<file path="config.mk">
export PLATFORM = sky130hd
export DESIGN_NAME = gpmc_sync_master_flat
export DESIGN_NICKNAME = d
export VERILOG_FILES = /design/src/rtl/gpmc_pkg.sv /design/src/rtl/gpmc_sync_master_if.sv /design/src/rtl/gpmc_phase_counter.sv /design/src/rtl/gpmc_sync_master.sv /design/src/flat_wrapper.sv
export SDC_FILE = /design/constraint.sdc
export NUM_CORES = 1
export LEC_CHECK = 0
export CAP_MARGIN = 20
export CORE_MARGIN = 3
export CORE_UTILIZATION = 48
export CTS_CLUSTER_DIAMETER = 100
export CTS_CLUSTER_SIZE = 40
export DETAILED_ROUTE_END_ITERATION = 16
export PLACE_DENSITY = 0.81
export SLEW_MARGIN = 20
export SYNTH_ARGS = -nofsm -noshare
export SYNTH_HDL_FRONTEND = slang
export SYNTH_SLANG_ARGS = --single-unit
</file>
<file path="constraint.sdc">
create_clock -name GPMC_CLK -period 5.3 [get_ports GPMC_CLK]
set_input_delay 0.53 -clock GPMC_CLK [delete_from_list [all_inputs] [get_ports GPMC_CLK]]
set_output_delay 0.53 -clock GPMC_CLK [all_outputs]
set_load 0.01 [all_outputs]
</file>
<file path="src/rtl/gpmc_pkg.sv">
// gpmc_pkg: shared types and constants for the synchronous GPMC initiator.
// Holds the FSM state encoding, bus widths and the idle levels of every
// GPMC control strobe.
package gpmc_pkg;

  localparam int unsigned GPMC_ADDR_W = 11;
  localparam int unsigned GPMC_DATA_W = 16;

  typedef enum logic [2:0] {
    IDLE,
    ADDR,
    DATA,
    RWAIT,
    TURN
  } gpmc_state_e;

  // Strobe levels while the bus is parked
  localparam logic CS_IDLE  = 1'b1;
  localparam logic ADV_IDLE = 1'b0;
  localparam logic OE_IDLE  = 1'b1;
  localparam logic WE_IDLE  = 1'b1;
  localparam logic BE_IDLE  = 1'b1;
  localparam logic DIR_IDLE = 1'b0;

  typedef struct packed {
    logic                   cs;
    logic                   adv;
    logic                   oe;
    logic                   we;
    logic                   be0;
    logic                   be1;
    logic                   dir;
    logic                   ad_oe;
    logic [GPMC_DATA_W-1:0] ad_out;
  } gpmc_bus_t;

  localparam gpmc_bus_t BUS_IDLE = '{
    cs:     CS_IDLE,
    adv:    ADV_IDLE,
    oe:     OE_IDLE,
    we:     WE_IDLE,
    be0:    BE_IDLE,
    be1:    BE_IDLE,
    dir:    DIR_IDLE,
    ad_oe:  1'b0,
    ad_out: '0
  };

endpackage

</file>
<file path="src/rtl/gpmc_sync_master_if.sv">
// gpmc_sync_master_if: request/response port plus the multiplexed GPMC pins.
// The master modport is the initiator's view; slave is the opposite side.
interface gpmc_sync_master_if import gpmc_pkg::*; ();

  logic                   req_valid;
  logic                   req_ready;
  logic                   req_wr;
  logic [GPMC_ADDR_W-1:0] req_addr;
  logic [GPMC_DATA_W-1:0] req_wdata;
  logic [1:0]             req_be;
  logic                   rsp_valid;
  logic [GPMC_DATA_W-1:0] rsp_rdata;

  logic [GPMC_DATA_W-1:0] GPMC_AD_OUT;
  logic                   GPMC_AD_OE;
  logic [GPMC_DATA_W-1:0] GPMC_AD_IN;
  logic                   GPMC_CS;
  logic                   GPMC_ADV;
  logic                   GPMC_OE;
  logic                   GPMC_WE;
  logic                   GPMC_BE0;
  logic                   GPMC_BE1;
  logic                   GPMC_WP;
  logic                   GPMC_DIR;

  modport master (
    input  req_valid, req_wr, req_addr, req_wdata, req_be, GPMC_AD_IN,
    output req_ready, rsp_valid, rsp_rdata,
    output GPMC_AD_OUT, GPMC_AD_OE, GPMC_CS, GPMC_ADV, GPMC_OE, GPMC_WE,
    output GPMC_BE0, GPMC_BE1, GPMC_WP, GPMC_DIR
  );

  modport slave (
    output req_valid, req_wr, req_addr, req_wdata, req_be, GPMC_AD_IN,
    input  req_ready, rsp_valid, rsp_rdata,
    input  GPMC_AD_OUT, GPMC_AD_OE, GPMC_CS, GPMC_ADV, GPMC_OE, GPMC_WE,
    input  GPMC_BE0, GPMC_BE1, GPMC_WP, GPMC_DIR
  );

endinterface

</file>
<file path="src/rtl/gpmc_phase_counter.sv">
// gpmc_phase_counter: 4-bit loadable down-counter shared by all bus phases.
// Stops at zero so it idles at 0 between transactions.
module gpmc_phase_counter (
  input  logic       clk,
  input  logic       rst_n,
  input  logic       load,
  input  logic [3:0] load_val,
  input  logic       hold,
  output logic       zero
);

  logic [3:0] count;

  // Load has priority over hold; otherwise count down towards zero
  always_ff @(posedge clk or negedge rst_n) begin
    if (!rst_n) begin
      count <= '0;
    end else if (load) begin
      count <= load_val;
    end else if (!hold && (count != '0)) begin
      count <= count - 4'd1;
    end
  end

  assign zero = (count == '0);

endmodule

</file>
<file path="src/rtl/gpmc_sync_master.sv">
// gpmc_sync_master: synchronous GPMC initiator on a multiplexed AD bus.
// Sequences ADDR -> DATA (write) or RWAIT (read) -> TURN, one response per
// transaction. Define GPMC_SYNC_MASTER_WAIT_EN to add the GPMC_WAIT stall input.
module gpmc_sync_master import gpmc_pkg::*; #(
  parameter int unsigned RD_LATENCY  = 3,
  parameter int unsigned WR_HOLD     = 1,
  parameter int unsigned TURN_CYCLES = 1
) (
  input  logic GPMC_CLK,
  input  logic GPMC_RST_N,
`ifdef GPMC_SYNC_MASTER_WAIT_EN
  input  logic GPMC_WAIT,
`endif
  gpmc_sync_master_if.master bus
);

  localparam logic [3:0] RD_LEN   = 4'(RD_LATENCY - 1);
  localparam logic [3:0] WR_LEN   = 4'(WR_HOLD - 1);
  localparam logic [3:0] TURN_LEN = 4'(TURN_CYCLES - 1);

  gpmc_state_e            state, state_nxt;
  gpmc_bus_t              bus_q, bus_nxt;
  logic                   wr_r;
  logic [GPMC_ADDR_W-1:0] addr_r;
  logic [GPMC_DATA_W-1:0] wdata_r;
  logic [1:0]             be_r;
  logic                   ready_q;
  logic                   rsp_valid_q;
  logic [GPMC_DATA_W-1:0] rsp_rdata_q;
  logic                   accept;
  logic                   stall;
  logic                   cnt_load;
  logic [3:0]             cnt_val;
  logic                   cnt_hold;
  logic                   cnt_zero;

`ifdef GPMC_SYNC_MASTER_WAIT_EN
  assign stall = GPMC_WAIT;
`else
  assign stall = 1'b0;
`endif

  assign accept = (state == IDLE) && bus.req_valid;

  gpmc_phase_counter u_phase_cnt (
    .clk      (GPMC_CLK),
    .rst_n    (GPMC_RST_N),
    .load     (cnt_load),
    .load_val (cnt_val),
    .hold     (cnt_hold),
    .zero     (cnt_zero)
  );

  // Next-state and phase-counter control
  always_comb begin
    state_nxt = state;
    cnt_load  = 1'b0;
    cnt_val   = '0;
    cnt_hold  = 1'b0;
    unique case (state)
      IDLE: if (accept) state_nxt = ADDR;
      ADDR: begin
        state_nxt = wr_r ? DATA : RWAIT;
        cnt_load  = 1'b1;
        cnt_val   = wr_r ? WR_LEN : RD_LEN;
      end
      DATA, RWAIT: begin
        if (stall) begin
          cnt_hold = 1'b1;
        end else if (cnt_zero) begin
          state_nxt = TURN;
          cnt_load  = 1'b1;
          cnt_val   = TURN_LEN;
        end
      end
      TURN: if (cnt_zero) state_nxt = IDLE;
      default: state_nxt = IDLE;
    endcase
  end

  // Bus levels for the state being entered, so the pins come straight from flops.
  // ADDR is only entered from IDLE on acceptance, hence the raw req_addr there.
  always_comb begin
    bus_nxt = BUS_IDLE;
    unique case (state_nxt)
      ADDR: begin
        bus_nxt.cs     = 1'b0;
        bus_nxt.adv    = 1'b1;
        bus_nxt.ad_oe  = 1'b1;
        bus_nxt.ad_out = {{(GPMC_DATA_W - GPMC_ADDR_W){1'b0}}, bus.req_addr};
      end
      DATA: begin
        bus_nxt.cs     = 1'b0;
        bus_nxt.we     = 1'b0;
        bus_nxt.be0    = ~be_r[0];
        bus_nxt.be1    = ~be_r[1];
        bus_nxt.ad_oe  = 1'b1;
        bus_nxt.ad_out = wdata_r;
      end
      RWAIT: begin
        bus_nxt.cs  = 1'b0;
        bus_nxt.oe  = 1'b0;
        bus_nxt.dir = 1'b1;
        bus_nxt.be0 = 1'b0;
        bus_nxt.be1 = 1'b0;
      end
      default: bus_nxt = BUS_IDLE;
    endcase
  end

  // FSM state, request capture, registered pins and response
  always_ff @(posedge GPMC_CLK or negedge GPMC_RST_N) begin
    if (!GPMC_RST_N) begin
      state       <= IDLE;
      bus_q       <= BUS_IDLE;
      ready_q     <= 1'b1;
      rsp_valid_q <= 1'b0;
      rsp_rdata_q <= '0;
      wr_r        <= 1'b0;
      addr_r      <= '0;
      wdata_r     <= '0;
      be_r        <= '0;
    end else begin
      state       <= state_nxt;
      bus_q       <= bus_nxt;
      ready_q     <= (state_nxt == IDLE);
      rsp_valid_q <= (state != TURN) && (state_nxt == TURN);
      if ((state == RWAIT) && (state_nxt == TURN)) rsp_rdata_q <= bus.GPMC_AD_IN;
      if (accept) begin
        wr_r    <= bus.req_wr;
        addr_r  <= bus.req_addr;
        wdata_r <= bus.req_wdata;
        be_r    <= bus.req_be;
      end
    end
  end

  assign bus.req_ready   = ready_q;
  assign bus.rsp_valid   = rsp_valid_q;
  assign bus.rsp_rdata   = rsp_rdata_q;
  assign bus.GPMC_AD_OUT = bus_q.ad_out;
  assign bus.GPMC_AD_OE  = bus_q.ad_oe;
  assign bus.GPMC_CS     = bus_q.cs;
  assign bus.GPMC_ADV    = bus_q.adv;
  assign bus.GPMC_OE     = bus_q.oe;
  assign bus.GPMC_WE     = bus_q.we;
  assign bus.GPMC_BE0    = bus_q.be0;
  assign bus.GPMC_BE1    = bus_q.be1;
  assign bus.GPMC_DIR    = bus_q.dir;
  assign bus.GPMC_WP     = 1'b1;

endmodule
</file>
<file path="src/flat_wrapper.sv">
// flat-port wrapper written by rule: the top's interface ports become plain ports
module gpmc_sync_master_flat import gpmc_pkg::*;
#(
  parameter int unsigned RD_LATENCY  = 3,
  parameter int unsigned WR_HOLD     = 1,
  parameter int unsigned TURN_CYCLES = 1
)
  (GPMC_CLK, GPMC_RST_N, bus_req_valid, bus_req_wr, bus_req_addr, bus_req_wdata, bus_req_be, bus_GPMC_AD_IN, bus_req_ready, bus_rsp_valid, bus_rsp_rdata, bus_GPMC_AD_OUT, bus_GPMC_AD_OE, bus_GPMC_CS, bus_GPMC_ADV, bus_GPMC_OE, bus_GPMC_WE, bus_GPMC_BE0, bus_GPMC_BE1, bus_GPMC_WP, bus_GPMC_DIR);
  gpmc_sync_master_if bus_i ();
  input  logic GPMC_CLK;
  input  logic GPMC_RST_N;
  input wire logic [$bits(bus_i.req_valid)-1:0] bus_req_valid;
  input wire logic [$bits(bus_i.req_wr)-1:0] bus_req_wr;
  input wire logic [$bits(bus_i.req_addr)-1:0] bus_req_addr;
  input wire logic [$bits(bus_i.req_wdata)-1:0] bus_req_wdata;
  input wire logic [$bits(bus_i.req_be)-1:0] bus_req_be;
  input wire logic [$bits(bus_i.GPMC_AD_IN)-1:0] bus_GPMC_AD_IN;
  output wire logic [$bits(bus_i.req_ready)-1:0] bus_req_ready;
  output wire logic [$bits(bus_i.rsp_valid)-1:0] bus_rsp_valid;
  output wire logic [$bits(bus_i.rsp_rdata)-1:0] bus_rsp_rdata;
  output wire logic [$bits(bus_i.GPMC_AD_OUT)-1:0] bus_GPMC_AD_OUT;
  output wire logic [$bits(bus_i.GPMC_AD_OE)-1:0] bus_GPMC_AD_OE;
  output wire logic [$bits(bus_i.GPMC_CS)-1:0] bus_GPMC_CS;
  output wire logic [$bits(bus_i.GPMC_ADV)-1:0] bus_GPMC_ADV;
  output wire logic [$bits(bus_i.GPMC_OE)-1:0] bus_GPMC_OE;
  output wire logic [$bits(bus_i.GPMC_WE)-1:0] bus_GPMC_WE;
  output wire logic [$bits(bus_i.GPMC_BE0)-1:0] bus_GPMC_BE0;
  output wire logic [$bits(bus_i.GPMC_BE1)-1:0] bus_GPMC_BE1;
  output wire logic [$bits(bus_i.GPMC_WP)-1:0] bus_GPMC_WP;
  output wire logic [$bits(bus_i.GPMC_DIR)-1:0] bus_GPMC_DIR;
  assign bus_i.req_valid = bus_req_valid;
  assign bus_i.req_wr = bus_req_wr;
  assign bus_i.req_addr = bus_req_addr;
  assign bus_i.req_wdata = bus_req_wdata;
  assign bus_i.req_be = bus_req_be;
  assign bus_i.GPMC_AD_IN = bus_GPMC_AD_IN;
  assign bus_req_ready = bus_i.req_ready;
  assign bus_rsp_valid = bus_i.rsp_valid;
  assign bus_rsp_rdata = bus_i.rsp_rdata;
  assign bus_GPMC_AD_OUT = bus_i.GPMC_AD_OUT;
  assign bus_GPMC_AD_OE = bus_i.GPMC_AD_OE;
  assign bus_GPMC_CS = bus_i.GPMC_CS;
  assign bus_GPMC_ADV = bus_i.GPMC_ADV;
  assign bus_GPMC_OE = bus_i.GPMC_OE;
  assign bus_GPMC_WE = bus_i.GPMC_WE;
  assign bus_GPMC_BE0 = bus_i.GPMC_BE0;
  assign bus_GPMC_BE1 = bus_i.GPMC_BE1;
  assign bus_GPMC_WP = bus_i.GPMC_WP;
  assign bus_GPMC_DIR = bus_i.GPMC_DIR;
  gpmc_sync_master #(.RD_LATENCY(RD_LATENCY), .WR_HOLD(WR_HOLD), .TURN_CYCLES(TURN_CYCLES)) u_core (.GPMC_CLK(GPMC_CLK), .GPMC_RST_N(GPMC_RST_N), .bus(bus_i));
endmodule
</file>
Word-level counts from Yosys, hierarchy flattened
Index checks and enable logic that the tools add are counted.
Cells by class
  eq/ne operators: 9
  multiplexer cells: 18
  add/sub/neg operators: 1
  bitwise gates (word level): 2
  reduce and logical (&&, ||, !) cells: 10
Operators with widths (count)
  $pmux 17 s2: 1
  $eq 3x2->1 const B: 4
  $mux 4: 3
  $pmux 3 s4: 1
  $mux 3: 3
  $mux 1: 7
  $eq 3x1->1 const B: 2
  $eq 3x3->1 const B: 2
  $logic_not 3->1: 2
  $logic_not 4->1: 1
  $pmux 2 s2: 1
  $reduce_bool 4->1: 1
  $sub 4x1->4 const B: 1
  $logic_and 1x1->1: 3
  $ne 3x3->1 const B: 1
  $reduce_or 3->1: 1
  $mux 2: 1
  $not 1->1: 2
  $pmux 1 s2: 1
  $reduce_bool 2->1: 1
  $reduce_or 2->1: 1
Word-level totals
  bits of input ports: 49
  output and inout bits: 43
  word-level logic and storage cells: 57
  register bits after elaboration: 68

Longest topological paths before layout
Gate-level depths: netlist (run 1).
  word-level depth: 7
  mapped depth: 7
  gate-level depth less buffers: 5

Hierarchy
Synthesis (run 1) repeated with hierarchy kept, for this count alone.
Second synthesis, totals
  cells, all modules: 177
  area total of the unflattened synthesis: 2686.3 µm²
By module, submodules not included
  gpmc_sync_master: instances 1, area each 2437.3 µm², cells an instance 152, sequential area each 1609.0 µm²
  gpmc_phase_counter: instances 1, area each 249.0 µm², cells an instance 25, sequential area each 100.1 µm²

Worst setup path after synthesis (run 1)
OpenSTA, ideal clock, no wires.
  path type: reg2reg
  start: register u_core.u_phase_cnt.count[0]
  end: register u_core.rsp_rdata_q[10] (netlist: u_core.bus.rsp_rdata[10])
  clock period less this slack: 1.751 ns
  data required time: 5.175 ns
  slack: 3.549 ns
  stages on the path, launching flop included: 8
  arrival: 1.626 ns
  cells stage by stage: dfrtp_1 inv_1 ha_1 nand4bb_4 or2_1 buf_6 buf_12 mux2_4
Between the ends
  word-level cells in the longest chain between the ends: 5
  elaborated cells between the ends (all ways): 6
Ends and longest elaborated chain
  from (decl): line gpmc_phase_counter.sv:12  | logic [3:0] count;
  from (signal assigned): line gpmc_phase_counter.sv:19  | count <= load_val;
  from (signal assigned): line gpmc_phase_counter.sv:21  | count <= count - 4'd1;
  $logic_not 4->1 *: line gpmc_phase_counter.sv:25  | assign zero = (count == '0);
  $mux 3, on equally long branches: line gpmc_sync_master.sv:76, gpmc_sync_master.sv:70
  $pmux 3 s4 *: line gpmc_sync_master.sv:60  | unique case (state)
  $eq 3x3->1 *: line gpmc_sync_master.sv:128  | if ((state == RWAIT) && (state_nxt == TURN)) rsp_rdata_q <= bus.GPMC_AD_IN;
  $logic_and 1x1->1 *: line gpmc_sync_master.sv:128
  to (signal assigned): line gpmc_sync_master.sv:128
  to (decl): line gpmc_sync_master.sv:29  | logic [GPMC_DATA_W-1:0] rsp_rdata_q;
Mark *: on every way between the ends. The rest lies on a longest branch, timed or not.
A chain may end at the register's enable or synchronous reset.

==> results.toml, run 1 <==
[route]
drcViolationCount = 0
wirelength_mm = 5.46
drt_iter0_drc = 94
via_count = 1928
postRouteAntennaNets = 0
wire_per_inst_um = 14.0
drtPass1Iterations = 4
avgViaCountPerCell = 4.93

[global_routing]
grt_overflow = 0
grt_pass1_wl_mm = 8.88
antenna_found_initial = 0
grt_pass1_vias = 1950
grt-busiest-layer = "met2"
grt_max_degree = 46
grtUsageTotal_pct = 18.1
met1_usage_pct = 22.7
grtUsageMet3_pct = 5.94
use_met2_pct = 28.6

[sta]
slew_viol_final = 0
fin_crit_ns = 2.30
hold_viol_final = 0
finalSetupViolCount = 0
rsz0062_at_grt = "no"
setup_tns_ns = 0
max_freq_mhz = 435
whs_ns = 0.159
worst-slew-pin-transition_ns = 0.915
fin_worst_skew_ns = 0.00950
min_period_over_period_pct = 43.4
slew-limit-headroom_pct = 39.0

[worst_hold_path]
min_path_type = "primary input to async pin"

[setup_path]
ff2ff_path_depth = 4
regToRegEndpoint = "u_core.bus.GPMC_AD_OUT[10]"
worstPathRequired_ns = 5.55
cp-start-kind = "primary input"
slowest_delay_ns = 0.66
rrSetupSlack_ns = 3.08
crit_family = "buffers and inverters"
end_kind = "flip-flop"
endpoint = "u_core.bus.GPMC_AD_OUT[10]"
crit_slowest_cell = "inv_1"
arrival_ns = 2.54
crit_start = "bus_req_valid"
cp_cell_sequence = "clkdlybuf4s50_1 > or4b_4 > inv_1 > nand2_1 > o21ai_0"
reg2reg_from = "u_core.state[1]"
cp_num_buf_inv = 2
timing_worst_setup_path_type = "primary input to flip-flop"
crit_cells = 5
path_max_fanout = 31

[placed_design]
dp_hpwl_mm = 3.86
portBuffers = 90
dpl_cell_area_um2 = 3560
place_congestion = 0.812

[clock_tree]
ctsResizeCount = 0
ctsRootBufferMaster = "clkbuf_8"
cts_tree = "done"
htree_levels = 3
clock_path_buffers = 2
cts_buffers = 9
cts_hold_buf = 0
cts_setup_buffers = 0
clock_latency_ns = 0.33
clkTransAtPathRegs_ns = 0.07
clkSinkCount = 68

[synth]
avgSynthCellArea_um2 = 11.8
yosysUniqueCellTypes = 38
ys_warn_count = 0
syn_area_um2 = 2650
synth_area_leader_cell = "dfrtp_1"
ys_ff_latch = 68
syn_inst = 224
synthFlopType = "dfrtp_1"
synth_top_area_share_pct = 58.7
synth_edf_count = 0
syn-num-nets = 274
synthArstFlopShare_pct = 100
yosysSeqAreaShare_pct = 64.6
synthTopCellsByArea = "dfrtp_1 (59%), nand2_1 (9.9%), dfstp_2 (6.0%)"

[final_layout]
n_fill_cell = 373
multiInputGateArea_um2 = 846
drive_above_1_share_pct = 14.6
final_cell_area_um2 = 3770
mostFrequentLayoutCells = "clkdlybuf4s50_1 (89), nand2_1 (70), dfrtp_1 (62)"
seqCellArea_um2 = 1710
n_antenna_cell = 0
nets = 366
area_growth_pct = 42.7
layout_commonest_cell = "clkdlybuf4s50_1"

[pwr]
powerDensity_nw_per_um2 = 590
ir_drop_mv = 0.271
power_mw = 2.23
p_leak_nw = 1.73

[die]
die-width_um = 80.2
io_pins = 92
start_util_pct = 50.8
coreArea_um2 = 5200
core.rowCount = 26
die_h_um = 80.2
die-area_um2 = 6440

[job]
drv_cap = 0

[run_status]
status = "complete, no violations"
metrics by stage:
| stage | instances | setup WS (ns) | util, % |
|---|---|---|---|
| after floorplan | 224 | 3.55 | - |
| after global placement | 375 | 2.75 | 68.5 |
| after detailed placement | 375 | 2.66 | 68.5 |
| after CTS | 391 | 3.02 | 72.5 |
| after global routing | 391 | 2.80 | 72.5 |
| final | 391 | 3.00 | 72.5 |
kinds of logic after synthesis:
group,Yosys count,synth area share (%)
AND/OR/NAND/NOR,97,16.9
flip-flops,68,64.6
AO/OA/AOI/OAI,25,5.87
multiplexers,17,8.61
buffers and inverters,15,3.41
adder cells (fa/ha/maj),1,0.473
other,1,0.142
cells in the mapped netlist, types with 2 or more instances:
cell,number
nand2_1,70
dfrtp_1,62
o21ai_0,13
nor2_1,11
mux2_4,10
dfstp_2,6
mux2_2,6
buf_2,5
inv_1,5
o31ai_1,3
a21oi_1,2
clkbuf_1,2
nand2b_1,2
nor3_1,2
o21bai_1,2
worst min-delay path by stage:
stage / from / end
floorplan: GPMC_RST_N / u_core.be_r[0]
global placement: u_core.be_r[0] / u_core.bus.GPMC_BE0
detailed placement: u_core.be_r[0] / u_core.bus.GPMC_BE0
CTS: GPMC_RST_N / u_core.bus.GPMC_ADV
global route: GPMC_RST_N / u_core.bus.GPMC_AD_OUT[8]
finish: GPMC_RST_N / u_core.bus.GPMC_ADV
state kept, by name, summed over array words and instances (netlist names), 2 cells and up:
name and cells:
u_core.be_r 2, u_core.bus.GPMC_AD_OUT 16, u_core.bus.rsp_rdata 16, u_core.state 3, u_core.u_phase_cnt.count 4, u_core.wdata_r 16
area by class of cell:
cell class | count | share of cell area (%)
timing repair buffer | 91 | 23.9
clock buffer | 11 | 4.01
sequential | 68 | 45.3
clock inverter | 5 | 1.56
tap | 70 | 2.32
multi-input combinational | 141 | 22.4
inverter | 5 | 0.497
metal layers:
layer | wire length [um] | part of all wire [%]
met4 | 86 | 1.6
met1 | 2360 | 43
met3 | 436 | 8.0
met2 | 2570 | 47
met5 | 0 | 0
report_power, final:
part | leakage, nW | internal (mW) | switching (mW)
Clock | 0.102 | 0.244 | 0.190
Combinational | 0.791 | 0.482 | 0.421
Sequential | 0.838 | 0.770 | 0.120
Note: power is estimated with default switching activity, not from simulation.
==> inputs of run 2 (changes only) <==
--- a/config.mk
+++ b/config.mk
@@ -7,11 +7,11 @@
 export LEC_CHECK = 0
 export CAP_MARGIN = 20
 export CORE_MARGIN = 3
-export CORE_UTILIZATION = 48
+export CORE_UTILIZATION = 40
 export CTS_CLUSTER_DIAMETER = 100
 export CTS_CLUSTER_SIZE = 40
 export DETAILED_ROUTE_END_ITERATION = 16
-export PLACE_DENSITY = 0.81
+export PLACE_DENSITY = 0.72
 export SLEW_MARGIN = 20
 export SYNTH_ARGS = -nofsm -noshare
 export SYNTH_HDL_FRONTEND = slang
==> constraint.sdc (replaced) <==
create_clock -name GPMC_CLK -period 1.96 [get_ports GPMC_CLK]
set_input_delay 0.196 -clock GPMC_CLK [delete_from_list [all_inputs] [get_ports GPMC_CLK]]
set_output_delay 0.196 -clock GPMC_CLK [all_outputs]
set_load 0.01 [all_outputs]
==> run 2 against run 1 <==
  * Combinational power rose to 2.8 times the previous value
  * Clock-buffer cell count rose by 3
  * Register-to-register slack got worse by 3.0 ns
  * Critical endpoint is now u_core.bus.rsp_rdata[14]
  * Critical path type is now flip-flop to flip-flop
  * Clock skew barely moved
  * Sequential power rose to 2.7 times the previous value
  * Non-clock buffer count rose by 5
  * Critical path depth rose by 1
  * Sequential share of layout area fell by 0.65 points
==> results.toml, run 2 (same netlist as run 1, synthesis figures left out) <==
[run_status]
status = "complete, no violations"

[setup_path]
slowest_delay_ns = 0.41
cp_num_buf_inv = 2
timing_worst_setup_path_type = "flip-flop to flip-flop"
crit_family = "simple AND/OR/NAND/NOR gates"
arrival_ns = 2.04
cp_cell_sequence = "inv_1 > ha_1 > nand4bb_4 > or2_1 > buf_12 > mux2_4"
end_kind = "flip-flop"
cp-start-kind = "flip-flop"
path_max_fanout = 16
crit_slowest_cell = "dfrtp_1"
worstPathRequired_ns = 2.16

[die]
io_pins = 92
start_util_pct = 42.9
coreArea_um2 = 6170
core.rowCount = 28
die-width_um = 87.3
die-area_um2 = 7620
die_h_um = 87.3

[global_routing]
antenna_found_initial = 0
grt_max_degree = 69
grtUsageTotal_pct = 14.9
grt_pass1_wl_mm = 8.80
grt_pass1_vias = 1893
grt_overflow = 0

[clock_tree]
cts_setup_buffers = 0
cts_buffers = 9
ctsRootBufferMaster = "clkbuf_8"
cts_tree = "done"
clkTransAtPathRegs_ns = 0.07
htree_levels = 3
clkSinkCount = 68
clock_path_buffers = 2
clock_latency_ns = 0.32

[final_layout]
nets = 371
n_antenna_cell = 0
drive_above_1_share_pct = 14.7
mostFrequentLayoutCells = "clkdlybuf4s50_1 (89), nand2_1 (70), dfrtp_1 (62)"
area_growth_pct = 44.8
layout_commonest_cell = "clkdlybuf4s50_1"
finalNonFillerCells = 401

[job]
drv_cap = 0

[sta]
finalSetupViolCount = 0
worst-slew-pin-transition_ns = 0.520
slew-limit-headroom_pct = 65.2
hold_viol_final = 0
fin_crit_ns = 1.84
min_period_over_period_pct = 93.8
rsz0062_at_grt = "no"
slew_viol_final = 0
fin_worst_skew_ns = 0.00964
setup_tns_ns = 0
whs_ns = 0.402
max_freq_mhz = 544

[route]
via_count = 1872
drcViolationCount = 0
wirelength_mm = 5.53
avgViaCountPerCell = 4.67
drt_iter0_drc = 74
postRouteAntennaNets = 0
wire_per_inst_um = 13.8
drtPass1Iterations = 4

[placed_design]
place_congestion = 0.809
dp_hpwl_mm = 3.90
dp_cells = 384
portBuffers = 90

[pwr]
powerDensity_nw_per_um2 = 1550
p_sw_mw = 1.94
power.share.clock_pct = 16.8
p_comb_share_pct = 42.8
p_int_mw = 3.99
ir_drop_mv = 0.777
p_seq_share_pct = 40.5
power_mw = 5.93
sw_frac_of_total_pct = 32.7
p_leak_nw = 1.76

[worst_hold_path]
min_path_type = "primary input to flip-flop"
==> run 2: repair_timing <==
action | in CTS | in global routing
hold buffers | 1 | 0
endpoints found under the hold margin | 62 | 0
endpoints found under the setup margin | 0 | 2
resized for setup | 0 | 1
==> run 2: path summary, 6_finish.rpt <==
path | from | end | slack [ns] | cells after the start
min | bus_req_wdata[8] | u_core.wdata_r[8] | 0.40 | 3
max in group asynchronous | GPMC_RST_N | u_core.bus.req_ready | 1.22 | 3
min reg2reg | u_core.be_r[0] | u_core.bus.GPMC_BE0 | 0.43 | 1
min in group asynchronous | GPMC_RST_N | u_core.bus.GPMC_AD_OUT[7] | 0.41 | 3
max reg2reg | u_core.u_phase_cnt.count[0] | u_core.bus.rsp_rdata[14] | 0.12 | 6
max | u_core.u_phase_cnt.count[0] | u_core.bus.rsp_rdata[14] | 0.12 | 6
==> run 2: tightest hold or removal path, stage by stage <==
cell,delay (ns)
clkdlybuf4s50_1,0.39
nand2_1,0.05
nand2_1,0.04
==> run 2: power by group through the flow <==
| stage | clock network, mW | registers [mW] | logic, mW |
|---|---|---|---|
| 3_5_place_dp | 0 | 2.43 | 2.54 |
| 3_3_place_gp | 0 | 2.40 | 2.47 |
| 6_report | 0.994 | 2.40 | 2.53 |
| 2_1_floorplan | 0 | 2.55 | 1.20 |
| 5_1_grt | 1.11 | 2.48 | 2.78 |
| 4_1_cts | 1.03 | 2.41 | 2.55 |
==> run 2: stage by stage <==
stage / util [%] / setup slack [ns] / cell area, um2
floorplan: - / 0.209 / 2650
global placement: 59.0 / 0.169 / 3640
detailed placement: 59.0 / 0.139 / 3640
CTS: 62.0 / 0.121 / 3820
global route: 62.1 / 0.0354 / 3830
finish: 62.1 / 0.122 / 3830
==> run 2: routing by layer <==
metal,wire (um),GRT usage [%],vias up
met2,2600,23.3,73
met1,2340,18.6,869
met3,511,5.49,8
met4,82,6.56,0
li1,-,-,922
met5,0,0,-
==> run 2: area by class of cell <==
| type | count | area (um2) |
|---|---|---|
| Clock buffer | 14 | 163 |
| Clock inverter | 2 | 10.0 |
| Fill cell | 519 | 2340 |
| Inverter | 5 | 18.8 |
| Multi-Input combinational cell | 141 | 855 |
| Sequential cell | 68 | 1710 |
| Tap cell | 75 | 93.8 |
| Timing Repair Buffer | 96 | 981 |
==> inputs of run 3 (changes only) <==
--- a/config.mk
+++ b/config.mk
@@ -12,6 +12,7 @@
 export CTS_CLUSTER_SIZE = 40
 export DETAILED_ROUTE_END_ITERATION = 16
 export PLACE_DENSITY = 0.72
+export SKIP_CTS_REPAIR_TIMING = 1
 export SLEW_MARGIN = 20
 export SYNTH_ARGS = -nofsm -noshare
 export SYNTH_HDL_FRONTEND = slang
==> run 3 against run 2 <==
  * Die area is the same
  * Sequential share of layout area is the same
  * Wire length is essentially flat
  * Clock power is essentially flat
  * Total power is essentially flat
  * First-iteration DRC count grew 8.1%
  * Critical path type unchanged
  * Hold slack is essentially flat
  * Clock-buffer cell count is the same
  * Combinational power is essentially flat
  * Largest power group unchanged
  * Critical endpoint unchanged
  * Maximum frequency is essentially flat
==> results.toml, run 3 (same netlist as run 1, synthesis figures left out) <==
[die]
coreArea_um2 = 6170
io_pins = 92
core.rowCount = 28
start_util_pct = 42.9
die_h_um = 87.3
die-width_um = 87.3
die-area_um2 = 7620

[global_routing]
grt_pass1_vias = 1889
antenna_found_initial = 0
grt_pass1_wl_mm = 8.79
grt_overflow = 0
grtUsageTotal_pct = 14.9
grt_max_degree = 69

[placed_design]
dp_hpwl_mm = 3.90
portBuffers = 90
place_ws_ns = 0.139
dpl_cell_area_um2 = 3640
place_congestion = 0.809

[setup_path]
path_max_fanout = 16
crit_family = "simple AND/OR/NAND/NOR gates"
cp_cell_sequence = "inv_1 > ha_1 > nand4bb_4 > or2_1 > buf_12 > mux2_4"
timing_worst_setup_path_type = "flip-flop to flip-flop"
slowest_delay_ns = 0.41
rrSetupSlack_ns = 0.12
cp_num_buf_inv = 2
arrival_ns = 2.04
cp-start-kind = "flip-flop"
worstPathRequired_ns = 2.16
end_kind = "flip-flop"
crit_slowest_cell = "dfrtp_1"

[clock_tree]
clock_path_buffers = 2
cts_tree = "done"
cts_buffers = 9
htree_levels = 3
clock_latency_ns = 0.32
clkSinkCount = 68
ctsRootBufferMaster = "clkbuf_8"
clkTransAtPathRegs_ns = 0.07

[sta]
slew_viol_final = 0
worst-slew-pin-transition_ns = 0.512
setup_tns_ns = 0
fin_crit_ns = 1.84
finalSetupViolCount = 0
max_freq_mhz = 544
fin_worst_skew_ns = 0.00940
whs_ns = 0.401
min_period_over_period_pct = 93.8
slew-limit-headroom_pct = 65.7
hold_viol_final = 0
rsz0062_at_grt = "no"
fin_ws_ns = 0.121

[route]
wirelength_mm = 5.53
postRouteAntennaNets = 0
drt_iter0_drc = 80
drcViolationCount = 0
avgViaCountPerCell = 4.70
wire_per_inst_um = 13.8
drtPass1Iterations = 4
via_count = 1886

[final_layout]
drive_above_1_share_pct = 14.7
mostFrequentLayoutCells = "clkdlybuf4s50_1 (89), nand2_1 (70), dfrtp_1 (62)"
post-route-util_pct = 62.1
final_cell_area_um2 = 3830
multiInputGateArea_um2 = 855
nets = 371
n_antenna_cell = 0
layout_commonest_cell = "clkdlybuf4s50_1"
seqCellArea_um2 = 1710
area_growth_pct = 44.8
n_fill_cell = 519

[pwr]
ir_drop_mv = 0.778
powerDensity_nw_per_um2 = 1550
p_leak_nw = 1.76

[job]
drv_cap = 0

[run_status]
status = "complete, no violations"

[worst_hold_path]
min_path_type = "primary input to flip-flop"
-- run 3: cell counts in the layout (fill, tap and decap cells not counted) --
No cell type changed its count.
-- run 3: worst paths after layout --
| path | cells after the start | startpoint | end |
|---|---|---|---|
| min | 3 | bus_req_wdata[8] | u_core.wdata_r[8] |
| min reg2reg | 1 | u_core.be_r[0] | u_core.bus.GPMC_BE0 |
| max reg2reg | 6 | u_core.u_phase_cnt.count[0] | u_core.bus.rsp_rdata[14] |
| max | 6 | u_core.u_phase_cnt.count[0] | u_core.bus.rsp_rdata[14] |
| min in group asynchronous | 3 | GPMC_RST_N | u_core.bus.GPMC_AD_OUT[7] |
| max in group asynchronous | 3 | GPMC_RST_N | u_core.bus.req_ready |
-- run 3: layout make-up --
class / instances / area share (%)
clock buffer: 14 / 4.25
clock inverter: 2 / 0.261
inverter: 5 / 0.490
multi-input combinational: 141 / 22.3
sequential: 68 / 44.6
tap: 75 / 2.45
timing repair buffer: 96 / 25.6
-- run 3: worst reg2reg max path, cell delays in order (launching register included) --
cell	delay, ns
dfrtp_1	0.41
inv_1	0.07
ha_1	0.32
nand4bb_4	0.16
or2_1	0.29
buf_12	0.17
mux2_4	0.31
-- run 3: through the flow --
step	cells	total power, mW
final	401	5.92
after detailed placement	384	4.97
after floorplan	224	3.74
after CTS	400	5.98
after global placement	384	4.87
after global routing	401	6.37
-- run 3: routing by layer --
metal  track usage (%)  wire length, um
met5                 0                0
met2              23.3             2580
met1              18.5             2340
met3              5.49              512
met4              6.56               95
-- run 3: where the power goes --
| group | leakage [nW] | switching (mW) | internal, mW |
|---|---|---|---|
| Combinational | 0.829 | 1.16 | 1.38 |
| Sequential | 0.838 | 0.316 | 2.08 |
| Clock | 0.0905 | 0.465 | 0.526 |
